$ cat config.mk
export PLATFORM = sky130hd
export DESIGN_NAME = muldiv_unit_flat
export DESIGN_NICKNAME = d
export VERILOG_FILES = /design/src/rtl/muldiv_unit_if.sv /design/src/rtl/muldiv_unit.sv /design/src/flat_wrapper.sv
export SDC_FILE = /design/constraint.sdc
export NUM_CORES = 1
export LEC_CHECK = 0
export CAP_MARGIN = 40
export CELL_PAD_IN_SITES_DETAIL_PLACEMENT = 1
export CELL_PAD_IN_SITES_GLOBAL_PLACEMENT = 1
export CORE_MARGIN = 8
export CORE_UTILIZATION = 45
export CTS_BUF_LIST = sky130_fd_sc_hd__clkbuf_4
export CTS_CLUSTER_SIZE = 16
export DETAILED_ROUTE_END_ITERATION = 10
export GPL_TIMING_DRIVEN = 0
export PLACE_DENSITY = 0.81
export SLEW_MARGIN = 30
export SYNTH_ARGS = -nofsm -noshare
export SYNTH_HDL_FRONTEND = slang
export SYNTH_SLANG_ARGS = --single-unit
$ cat constraint.sdc
create_clock -name clk -period 3.6 [get_ports clk]
set_input_delay 0.72 -clock clk [delete_from_list [all_inputs] [get_ports clk]]
set_output_delay 0.72 -clock clk [all_outputs]
set_load 0.1 [all_outputs]
$ cat src/rtl/muldiv_unit_if.sv
// Requester/register-file side bundle for muldiv_unit: operands and start in, write-back strobe and status out.
// The requester drives the master modport; the unit binds to the slave modport.
interface muldiv_unit_if #(
    parameter int DATA_WIDTH         = 8,
    parameter int REGISTER_ADDR_BITS = 2
);
    logic                          start;
    logic                          op;
    logic [DATA_WIDTH-1:0]         a_operand;
    logic [DATA_WIDTH-1:0]         b_operand;
    logic [REGISTER_ADDR_BITS-1:0] dest_in;
    logic                          busy;
    logic                          done;
    logic                          wb_enable;
    logic [DATA_WIDTH-1:0]         wb_data;
    logic [REGISTER_ADDR_BITS-1:0] wb_dest;
    logic [DATA_WIDTH-1:0]         hi;
    logic                          div_by_zero;

    modport master (
        output start, op, a_operand, b_operand, dest_in,
        input  busy, done, wb_enable, wb_data, wb_dest, hi, div_by_zero
    );

    modport slave (
        input  start, op, a_operand, b_operand, dest_in,
        output busy, done, wb_enable, wb_data, wb_dest, hi, div_by_zero
    );
endinterface

$ cat src/rtl/muldiv_unit.sv
// Iterative unsigned shift-add multiply / restoring divide; write-back DATA_WIDTH+1 cycles after accept (1 for divide by zero).
// No backpressure: start is only sampled in IDLE and requests arriving while busy are dropped, not queued.
module muldiv_unit #(
    parameter int DATA_WIDTH         = 8,
    parameter int REGISTER_ADDR_BITS = 2
) (
    input  logic           clk,
    input  logic           reset,
    muldiv_unit_if.slave   bus
);
    localparam int W  = DATA_WIDTH;
    localparam int CW = (W > 1) ? $clog2(W) : 1;

    typedef enum logic [1:0] {IDLE, RUN, WB} state_t;

    state_t                        state_q;
    logic                          op_q;
    logic [CW-1:0]                 cnt_q;
    logic [2*W-1:0]                acc_q;
    logic [W-1:0]                  a_q;
    logic [W-1:0]                  b_q;
    logic [REGISTER_ADDR_BITS-1:0] dest_q;
    logic                          busy_q;
    logic                          done_q;
    logic [W-1:0]                  wb_data_q;
    logic [REGISTER_ADDR_BITS-1:0] wb_dest_q;
    logic [W-1:0]                  hi_q;
    logic                          dbz_q;

    logic [W:0]     mul_sum;
    logic [2*W-1:0] mul_acc_d;
    logic [W:0]     div_sh;
    logic [W:0]     div_trial;
    logic [2*W-1:0] div_acc_d;
    logic [2*W-1:0] acc_d;

    // Multiply keeps the partial product in the upper half and shifts finished
    // bits into the lower half; divide keeps {remainder, dividend/quotient}.
    always_comb begin
        mul_sum   = {1'b0, acc_q[2*W-1:W]} + {1'b0, (b_q[0] ? a_q : {W{1'b0}})};
        mul_acc_d = {mul_sum, acc_q[W-1:1]};
        div_sh    = {acc_q[2*W-1:W], acc_q[W-1]};
        div_trial = div_sh - {1'b0, b_q};
        if (!div_trial[W]) begin
            div_acc_d = {div_trial[W-1:0], acc_q[W-2:0], 1'b1};
        end else begin
            div_acc_d = {div_sh[W-1:0], acc_q[W-2:0], 1'b0};
        end
        acc_d = op_q ? div_acc_d : mul_acc_d;
    end

    always_ff @(posedge clk or negedge reset) begin
        if (!reset) begin
            state_q   <= IDLE;
            op_q      <= 1'b0;
            cnt_q     <= '0;
            acc_q     <= '0;
            a_q       <= '0;
            b_q       <= '0;
            dest_q    <= '0;
            busy_q    <= 1'b0;
            done_q    <= 1'b0;
            wb_data_q <= '0;
            wb_dest_q <= '0;
            hi_q      <= '0;
            dbz_q     <= 1'b0;
        end else begin
            case (state_q)
                IDLE: begin
                    if (bus.start) begin
                        op_q   <= bus.op;
                        a_q    <= bus.a_operand;
                        b_q    <= bus.b_operand;
                        dest_q <= bus.dest_in;
                        cnt_q  <= '0;
                        busy_q <= 1'b1;
                        if (bus.op && (bus.b_operand == '0)) begin
                            state_q   <= WB;
                            acc_q     <= '0;
                            done_q    <= 1'b1;
                            wb_data_q <= '1;
                            wb_dest_q <= bus.dest_in;
                            hi_q      <= bus.a_operand;
                            dbz_q     <= 1'b1;
                        end else begin
                            state_q <= RUN;
                            acc_q   <= bus.op ? {{W{1'b0}}, bus.a_operand} : '0;
                            dbz_q   <= 1'b0;
                        end
                    end
                end
                RUN: begin
                    acc_q <= acc_d;
                    cnt_q <= cnt_q + 1'b1;
                    if (!op_q) begin
                        b_q <= b_q >> 1;
                    end
                    if (cnt_q == CW'(W - 1)) begin
                        state_q   <= WB;
                        cnt_q     <= '0;
                        done_q    <= 1'b1;
                        wb_data_q <= acc_d[W-1:0];
                        wb_dest_q <= dest_q;
                        hi_q      <= acc_d[2*W-1:W];
                    end
                end
                WB: begin
                    state_q   <= IDLE;
                    busy_q    <= 1'b0;
                    done_q    <= 1'b0;
                    wb_data_q <= '0;
                    wb_dest_q <= '0;
                end
                default: begin
                    state_q <= IDLE;
                end
            endcase
        end
    end

    assign bus.busy        = busy_q;
    assign bus.done        = done_q;
    assign bus.wb_enable   = done_q;
    assign bus.wb_data     = wb_data_q;
    assign bus.wb_dest     = wb_dest_q;
    assign bus.hi          = hi_q;
    assign bus.div_by_zero = dbz_q;
endmodule
$ cat src/flat_wrapper.sv
// flat-port wrapper written by rule: the top's interface ports become plain ports
module muldiv_unit_flat 
#(
    parameter int DATA_WIDTH         = 8,
    parameter int REGISTER_ADDR_BITS = 2
)
  (clk, reset, bus_start, bus_op, bus_a_operand, bus_b_operand, bus_dest_in, bus_busy, bus_done, bus_wb_enable, bus_wb_data, bus_wb_dest, bus_hi, bus_div_by_zero);
  muldiv_unit_if #(.DATA_WIDTH(DATA_WIDTH), .REGISTER_ADDR_BITS(REGISTER_ADDR_BITS)) bus_i ();
  input  logic clk;
  input  logic reset;
  input wire logic [$bits(bus_i.start)-1:0] bus_start;
  input wire logic [$bits(bus_i.op)-1:0] bus_op;
  input wire logic [$bits(bus_i.a_operand)-1:0] bus_a_operand;
  input wire logic [$bits(bus_i.b_operand)-1:0] bus_b_operand;
  input wire logic [$bits(bus_i.dest_in)-1:0] bus_dest_in;
  output wire logic [$bits(bus_i.busy)-1:0] bus_busy;
  output wire logic [$bits(bus_i.done)-1:0] bus_done;
  output wire logic [$bits(bus_i.wb_enable)-1:0] bus_wb_enable;
  output wire logic [$bits(bus_i.wb_data)-1:0] bus_wb_data;
  output wire logic [$bits(bus_i.wb_dest)-1:0] bus_wb_dest;
  output wire logic [$bits(bus_i.hi)-1:0] bus_hi;
  output wire logic [$bits(bus_i.div_by_zero)-1:0] bus_div_by_zero;
  assign bus_i.start = bus_start;
  assign bus_i.op = bus_op;
  assign bus_i.a_operand = bus_a_operand;
  assign bus_i.b_operand = bus_b_operand;
  assign bus_i.dest_in = bus_dest_in;
  assign bus_busy = bus_i.busy;
  assign bus_done = bus_i.done;
  assign bus_wb_enable = bus_i.wb_enable;
  assign bus_wb_data = bus_i.wb_data;
  assign bus_wb_dest = bus_i.wb_dest;
  assign bus_hi = bus_i.hi;
  assign bus_div_by_zero = bus_i.div_by_zero;
  muldiv_unit #(.DATA_WIDTH(DATA_WIDTH), .REGISTER_ADDR_BITS(REGISTER_ADDR_BITS)) u_core (.clk(clk), .reset(reset), .bus(bus_i));
endmodule
==> flow_summary.json <==
{
  "status": "complete, no violations",
  "fin_crit_sh": 0.923,
  "cts-root-buf": "clkbuf_4",
  "synth_compound_area_frac": 0.194,
  "rsz0062_at_grt": "no",
  "num-fill-cells": 923,
  "coreArea_um2": 8090,
  "drive_above_1_share": 0.134,
  "overflow": 0,
  "syn_nets": 438,
  "seqCellArea_um2": 1530,
  "grt_pass1_wl_um": 19000,
  "synth_edf_count": 0,
  "synth_most_common_cell": "dfrtp_1",
  "clock_tree.buffer_depth": 2,
  "hold_viol": 0,
  "cts_resized": 0,
  "nNetsFinal": 514,
  "cts_hold_buffers": 0,
  "syn_avg_cell_area_um2": 9.42,
  "cpMaxStageDelayCell": "dfrtp_1",
  "criticalPathCategory": "flop to flop",
  "place_congestion": 0.856,
  "synth_xor_area_frac": 0.0305,
  "dp_slack_ns": 0.237,
  "seq_area_frac_synth": 0.414,
  "cp-end-kind": "flop",
  "synth_area_um2": 3690,
  "placed_cells": 562,
  "path_cells": "ha_1 -> inv_1 -> fa_1 -> a211oi_2 -> nor3_2 -> a2111oi_4 -> xnor2_2 -> mux2_2 -> a211oi_1 -> o31ai_1",
  "netlist_top_cells_count": "dfrtp_1, nor2_1, a21oi_1, nand2_1",
  "ys_seq_elements": 61,
  "drc": 0,
  "synth_top_family_by_area": "compound AO/OA/AOI/OAI gates",
  "finalNonFillerCells": 575,
  "synth.area.mux_share": 0.100,
  "die_x_um": 107,
  "fin_hold_ws_ns": 0.151,
  "grt_use_total": 0.213,
  "fp.dieH_um": 107,
  "yosys_warnings": 0,
  "setup_ws_ns": 0.278,
  "synth_area_leaders": "dfrtp_1, ha_1, a21oi_1, mux2i_1, nor2_1",
  "postCtsSetupBuffers": 0,
  "clkSinkCount": 61,
  "yosys.area.top_type": "dfrtp_1",
  "grt_pass1_vias": 3563,
  "ys_types": 52,
  "clock_skew_ns": 0.0121,
  "multi_input_area_um2": 2010,
  "hp-class": "primary input to asynchronous set/reset pin",
  "place_hpwl_um": 8900,
  "antenna_found_initial": 0,
  "vias": 3232,
  "timing.fmax_ghz": 0.301,
  "max-slew-margin-rel": 0.545,
  "synth_fa_ha_area_frac": 0.0854,
  "cts_tree": "done",
  "cts_made_buffers": 9,
  "die_area_um2": 11400,
  "h-tree-depth": 3,
  "yosys.area.top_type_share": 0.414,
  "num_io_pins": 44,
  "antenna_left": 0,
  "required_ns": 3.89,
  "synthArstFlopShare": 1.00,
  "vias_per_cell": 5.62,
  "synth-simple-area-share": 0.134,
  "slowest_delay_ns": 0.54,
  "maxCapViolations": 0,
  "setup_viol_count_final": 0,
  "worstPathArrival_ns": 3.61,
  "cp_max_fo": 10,
  "area_growth_pct": 27.2,
  "first_pass_iters": 4,
  "port_buffers": 42,
  "finalWirelength_um": 11400,
  "synthCells": 392,
  "initialDrtViolationCount": 182,
  "clk_pin_slew_ns": 0.11,
  "routedWlPerCell_um": 19.9,
  "timing.final.crit_period_ns": 3.32,
  "clk_latency_ns": 0.41,
  "grt_max_degree": 49,
  "drv_slew": 0,
  "worst_setup_path_start_kind": "flop",
  "synth_ff_type": "dfrtp_1",
  "worst_pin_slew_ns": 0.679,
  "start_util": 0.456,
  "reg2regPathDepth": 10,
  "antenna_cells": 0,
  "rows": 33
}
==> state kept, by name, summed over array words and instances, names as in the netlist <==
name,count
u_core.bus.busy,1
u_core.bus.wb_data,8
u_core.cnt_q,3
u_core.bus.div_by_zero,1
u_core.acc_q,16
u_core.bus.hi,8
u_core.bus.done,1
u_core.state_q,2
u_core.a_q,8
u_core.dest_q,2
u_core.op_q,1
u_core.b_q,8
u_core.bus.wb_dest,2
==> critical path, delay by kind of cell (launching register included) <==
family / cells / cell delay (ns)
AO/OA/AOI/OAI: 4 / 1.04
buffers and inverters: 1 / 0.07
adder cells (fa/ha/maj): 2 / 0.71
XOR/XNOR: 1 / 0.32
flip-flops: 1 / 0.54
AND/OR/NAND/NOR: 1 / 0.10
multiplexers: 1 / 0.43
==> metrics by stage <==
stage | cell area [µm²] | setup TNS, ns | util
finish | 4690 | 0 | 0.580
global placement | 4240 | -19.60 | 0.524
detailed placement | 4600 | 0 | 0.569
global route | 4690 | 0 | 0.580
floorplan | 3690 | 0 | -
CTS | 4690 | 0 | 0.580
==> final timing paths <==
kind	startpoint	to	slack [ns]
setup / recovery	u_core.b_q[0]$_DFFE_PN0P_	u_core.bus.hi[2]$_DFFE_PN0P_	0.28
hold / removal	reset	u_core.a_q[4]$_DFFE_PN0P_	0.15
setup reg to reg	u_core.b_q[0]$_DFFE_PN0P_	u_core.bus.hi[2]$_DFFE_PN0P_	0.28
hold reg to reg	u_core.bus.hi[2]$_DFFE_PN0P_	u_core.bus.hi[2]$_DFFE_PN0P_	0.49
max in group asynchronous	reset	u_core.dest_q[1]$_DFFE_PN0P_	2.94
min in group clk	u_core.bus.hi[2]$_DFFE_PN0P_	u_core.bus.hi[2]$_DFFE_PN0P_	0.49
==> area by class of cell <==
cell class,instances,share of cell area
buffer,19,0.0179
clock buffer,10,0.0160
multi-input combinational,292,0.428
inverter,20,0.0160
timing repair buffer,65,0.165
tap,105,0.0280
sequential,61,0.325
clock inverter,3,0.00346
==> layer usage <==
metal	vias to the layer above	wire length, µm	GRT usage
li1	1532	-	-
met1	1623	4960	0.272
met2	64	5910	0.364
met3	13	424	0.0278
met4	0	134	0.0643
met5	-	0	0
==> placed cells by master, fill, tap and decap left out, types with 7 or more instances in the layout <==
cell type,synthesis,final
dfrtp_1,61,61
nor2_1,51,51
a21oi_1,43,43
clkdlybuf4s50_1,0,41
nand2_1,27,27
o21ai_0,22,22
ha_1,22,22
buf_8,0,22
inv_1,20,20
mux2i_1,20,20
mux2_2,15,15
clkbuf_1,11,11
clkbuf_4,0,10
and2_1,9,9
xnor2_1,7,7
==> cell families (layout without fill, tap and decap cells) <==
| group | Yosys count | after routing |
|---|---|---|
| buffers and inverters | 39 | 117 |
| DFF | 61 | 61 |
| adders and majority gates | 24 | 24 |
| muxes | 35 | 35 |
| and+or+nand+nor | 110 | 110 |
| xor gates and xnor gates | 12 | 12 |
| AOI/OAI and AO/OA | 111 | 111 |
Power is not shown: default switching activity piles up to over one toggle a cycle in this logic, so the estimate is an artifact.
